### src/rtl/gcd.sv
// -----------------------------------------------------------------------------
// gcd -- iterative greatest-common-divisor engine for unsigned integers.
//
// An operand pair is captured on any rising edge where enable is high, from
// any state. The engine then runs a subtract/swap Euclid loop, one step per
// clock. It presents the result on y together with a valid level. That level
// holds until the next accepted request. There is no back-pressure, and only
// one operation is in flight: a new request during CALC silently aborts the
// job in progress.
//
// Ports
//   clk     in   1           rising-edge clock
//   reset   in   1           asynchronous, active-low reset
//   enable  in   1           start strobe; a/b sampled on the edge where high
//   a       in   DATA_WIDTH  operand A, unsigned
//   b       in   DATA_WIDTH  operand B, unsigned
//   valid   out  1           result valid (level)
//   y       out  DATA_WIDTH  gcd(a,b); meaningful only while valid=1
// -----------------------------------------------------------------------------
module gcd #(
  parameter int DATA_WIDTH = 8
) (
  input  logic                  clk,
  input  logic                  reset,
  input  logic                  enable,
  input  logic [DATA_WIDTH-1:0] a,
  input  logic [DATA_WIDTH-1:0] b,
  output logic                  valid,
  output logic [DATA_WIDTH-1:0] y
);

  typedef enum logic [1:0] {
    IDLE = 2'd0,
    CALC = 2'd1,
    DONE = 2'd2
  } state_t;

  state_t                state, state_nx;
  logic [DATA_WIDTH-1:0] x, x_nx;      // working operand, kept >= z after a swap
  logic [DATA_WIDTH-1:0] z, z_nx;      // working operand; zero means x holds the gcd
  logic [DATA_WIDTH-1:0] y_nx;
  logic                  valid_nx;

  // One comparison is shared by the swap decision and the subtract guard. The
  // subtract only happens when x >= z, so it can never wrap.
  logic                  x_lt_z;
  logic [DATA_WIDTH-1:0] x_minus_z;

  assign x_lt_z    = (x < z);
  assign x_minus_z = x - z;

  // ---------------------------------------------------------------------------
  // State and datapath registers
  // ---------------------------------------------------------------------------
  // NOTE: registers use non-blocking assignments so every flop samples the
  // values from before the edge; a blocking swap of x/z would corrupt one side.
  always_ff @(posedge clk or negedge reset) begin
    if (!reset) begin
      state <= IDLE;
      x     <= '0;
      z     <= '0;
      y     <= '0;
      valid <= 1'b0;
    end else begin
      state <= state_nx;
      x     <= x_nx;
      z     <= z_nx;
      y     <= y_nx;
      valid <= valid_nx;
    end
  end

  // ---------------------------------------------------------------------------
  // Next-state and datapath logic
  // ---------------------------------------------------------------------------
  // NOTE: every output of this block gets a hold default before any branch,
  // so no path leaves a signal unassigned and no latch can be inferred.
  always_comb begin
    state_nx = state;
    x_nx     = x;
    z_nx     = z;
    y_nx     = y;
    valid_nx = valid;

    if (enable) begin
      // Acceptance wins in every state. Dropping valid on this same edge means
      // a host that polls after releasing enable never sees a stale result.
      x_nx     = a;
      z_nx     = b;
      valid_nx = 1'b0;
      state_nx = CALC;
    end else begin
      unique case (state)
        IDLE: ;  // wait for a request

        CALC: begin
          if (z == '0) begin
            y_nx     = x;
            valid_nx = 1'b1;
            state_nx = DONE;
          end else if (x_lt_z) begin
            x_nx = z;
            z_nx = x;
          end else begin
            x_nx = x_minus_z;
          end
        end

        DONE: ;  // y and valid hold until the next request

        default: begin
          // Unused encoding: recover to a quiet idle with no claimed result.
          state_nx = IDLE;
          valid_nx = 1'b0;
        end
      endcase
    end
  end

endmodule

### config.mk
export PLATFORM = sky130hd
export DESIGN_NAME = gcd
export DESIGN_NICKNAME = d
export VERILOG_FILES = /design/src/rtl/gcd.sv
export SDC_FILE = /design/constraint.sdc
export NUM_CORES = 1
export LEC_CHECK = 0
export CAP_MARGIN = 10
export CORE_ASPECT_RATIO = 0.6
export CORE_MARGIN = 3
export CORE_UTILIZATION = 35
export CTS_BUF_LIST = sky130_fd_sc_hd__clkbuf_8
export CTS_CLUSTER_DIAMETER = 100
export DETAILED_ROUTE_END_ITERATION = 6
export GPL_TIMING_DRIVEN = 0
export RECOVER_POWER = 100
export SETUP_SLACK_MARGIN = 0.15
export SYNTH_ARGS = -nofsm -noshare
export SYNTH_HDL_FRONTEND = slang
export SYNTH_SLANG_ARGS = --single-unit
export TNS_END_PERCENT = 30
### constraint.sdc
create_clock -name clk -period 2.9 [get_ports clk]
set_clock_uncertainty 0.15 [all_clocks]
set_input_delay 0.29 -clock clk [delete_from_list [all_inputs] [get_ports clk]]
set_output_delay 0.29 -clock clk [all_outputs]
set_load 0.01 [all_outputs]
==> flow_summary.toml <==
[critical_path]
end_kind = "flip-flop"
path_class = "flip-flop to flip-flop"
worstPathRequired_ns = 2.89
rr_startpoint = "x[0]"
cp-startpoint = "x[0]"
worstPathMaxFanout = 8
critPathArrivalTime_ns = 2.65
critPathLaunchType = "flip-flop"

[placed_design]
place_area_um2 = 1970
portBuffers = 26
dpl.hpwl_um = 3150
gp_congestion = 0.913
place_ws_ns = 0.350

[power_and_ir_drop]
irDropWorstVdd_mv = 0.538
switching_share = 0.465
p_int_mw = 1.37
p_comb_frac = 0.662
p_leak_nw = 0.909
power_density_nw_per_um2 = 1290
pwr-share-seq = 0.256
p_clk_frac = 0.082
power.switching_mw = 1.19

[cts]
htreeDepth = 1
clkLatencyLatePin_ns = 0.27
cts_tree = "done"
clkTransAtPathRegs_ns = 0.09
clock_path_buffers = 2
hold_buffers = 0
cts_root_buf = "clkbuf_8"
cts_buffers = 3
cts.sinks = 26

[sta]
layout_min_cycle_time_ns = 2.65
setup_ws_ns = 0.245
drv_slew = 0
worstMarginPinSlew_ns = 0.943
finalHoldViolations = 0
whs_ns = 0.250
fin_tns_setup_ns = 0
finalCritPeriodShare = 0.915
clock.fmax_mhz = 377
rsz0062_at_grt = "no"
slew-limit-headroom = 0.371
finalSetupViolCount = 0

[layout]
n_fill_cell = 443
finish.instance_area_um2 = 1990
fin_util = 0.463
area_growth_syn_to_layout_pct = 21.7
drive_above_1_share = 0.0783
antenna_cells = 0
seq_area_um2 = 651
multiInputGateArea_um2 = 856
fin_nets = 247

[floorplan]
pin_count = 28
die_y_um = 59.0
coreArea_um2 = 4300
num_rows = 18
dieArea_um2 = 5560
initial_utilization = 0.381
die_w_um = 94.3

[min_path]
hp-class = "input pin to asynchronous set/reset pin"

[yosys]
synth_area_leader_cell = "dfrtp_1"
synth-edff-count = 0
synth_common_cells = "dfrtp_1 (26), a21oi_1 (24), nand2_1 (22)"
avgSynthCellArea_um2 = 8.85
synth_fp_nets = 213
synth.area.top_cells = "dfrtp_1 (40%), a21oi_1 (7.3%), ha_1 (6.1%)"
synthArstFlopShare = 1.00
seq_area_frac_synth = 0.397
synth_cell_types = 42
ys_warn_count = 0
synth_top_area_share = 0.397
ys_ff_latch = 26
synthesis.area_um2 = 1640
syn_inst = 185
ys_dominant_reg_cell = "dfrtp_1"
synth.most_common_cell = "dfrtp_1"

[global_route]
grt_use_total = 0.163
grt_max_degree = 27
grt_pass1_vias = 1341
grt_pass1_wl_um = 6870
gr-total-overflow = 0
antenna_found_initial = 0

[drt]
wirelength_um = 4270
drcViolationCount = 0
vias = 1408
wl_per_cell_um = 15.4
drt_iter0_markers = 77
via_per_inst = 5.08
drtAntennaViolNets = 0
firstDrtPassIters = 4

[run]
maxCapViolations = 0

[status]
status = "complete, no violations"
## repair_timing
| action | 4_1_cts | 5_1_grt |
|---|---|---|
| endpoints found under the setup margin | 0 | 2 |
| buffers inserted | 0 | 2 |
| resized for setup | 0 | 1 |
## routing by layer
metal	track usage	up-vias	part of all wire
met5	0	-	0
met1	0.252	643	0.51
met3	0.0368	2	0.084
met2	0.240	52	0.40
met4	0.0123	0	0.0040
li1	-	711	-
## metrics by stage
stage | std cells | power [mW]
2_1_floorplan | 185 | 1.96
3_3_place_gp | 271 | 2.41
3_5_place_dp | 271 | 2.41
4_1_cts | 274 | 2.64
5_1_grt | 277 | 2.82
6_report | 277 | 2.57
## state kept, by name, summed over array words and instances, names as in the netlist
| name | flops |
|---|---|
| x | 8 |
| y | 8 |
| z | 8 |
| state | 1 |
| valid | 1 |
## worst paths after layout
path | to | slack (ns) | cells past startpoint
max in group asynchronous | x[1] | 1.15 | 2
max reg2reg | z[0] | 0.25 | 10
min | y[4] | 0.25 | 1
min reg2reg | y[3] | 0.33 | 2
min in group clk | y[3] | 0.33 | 2
max | z[0] | 0.25 | 10
## cells by family (layout without fill, tap and decap cells)
kind of cell / count (synthesis) / after routing / synth area share
and+or+nand+nor: 54 / 54 / 0.167
AOI/OAI and AO/OA: 65 / 65 / 0.237
DFF: 26 / 26 / 0.397
adders and majority gates: 9 / 9 / 0.0733
muxes: 7 / 7 / 0.0489
buffers and inverters: 22 / 54 / 0.0657
xor gates and xnor gates: 2 / 2 / 0.0107
## cells in the final DEF, fill, tap and decap left out, types with 3 or more instances in the layout
master,n
dfrtp_1,26
a21oi_1,24
nand2_1,23
o21ai_0,18
clkdlybuf4s50_1,16
inv_1,12
nor2_1,11
dlygate4sd3_1,10
clkbuf_1,8
ha_1,8
o21a_1,5
a21o_1,4
buf_4,4
mux2_2,4
nor2b_1,3
nor3_1,3
o221ai_1,3
clkbuf_8,3
## power by group through the flow
stage / Combinational (mW) / Sequential, mW / Clock (mW)
after detailed placement: 1.74 / 0.670 / 0
after CTS: 1.76 / 0.664 / 0.218
after floorplan: 1.30 / 0.650 / 0
after global placement: 1.74 / 0.667 / 0
after global routing: 1.91 / 0.682 / 0.228
final: 1.70 / 0.657 / 0.211
## layout make-up
class | count | area share
well taps | 60 | 0.0377
plain buffers | 10 | 0.0232
clock buffers | 3 | 0.0207
flip-flops and latches | 26 | 0.326
inverters | 12 | 0.0226
multi-input cells | 137 | 0.429
repair buffers | 29 | 0.140
## critical path: stages, from the launching register on
cell and delay, ns:
dfrtp_1 0.39, inv_1 0.07, ha_1 0.18, fa_1 0.19
and2b_1 0.20, o22ai_1 0.29, o21a_1 0.20, and2_4 0.13
clkbuf_1 0.40, mux2i_1 0.23, o21ai_0 0.09
(Power assumes the default switching activity.)
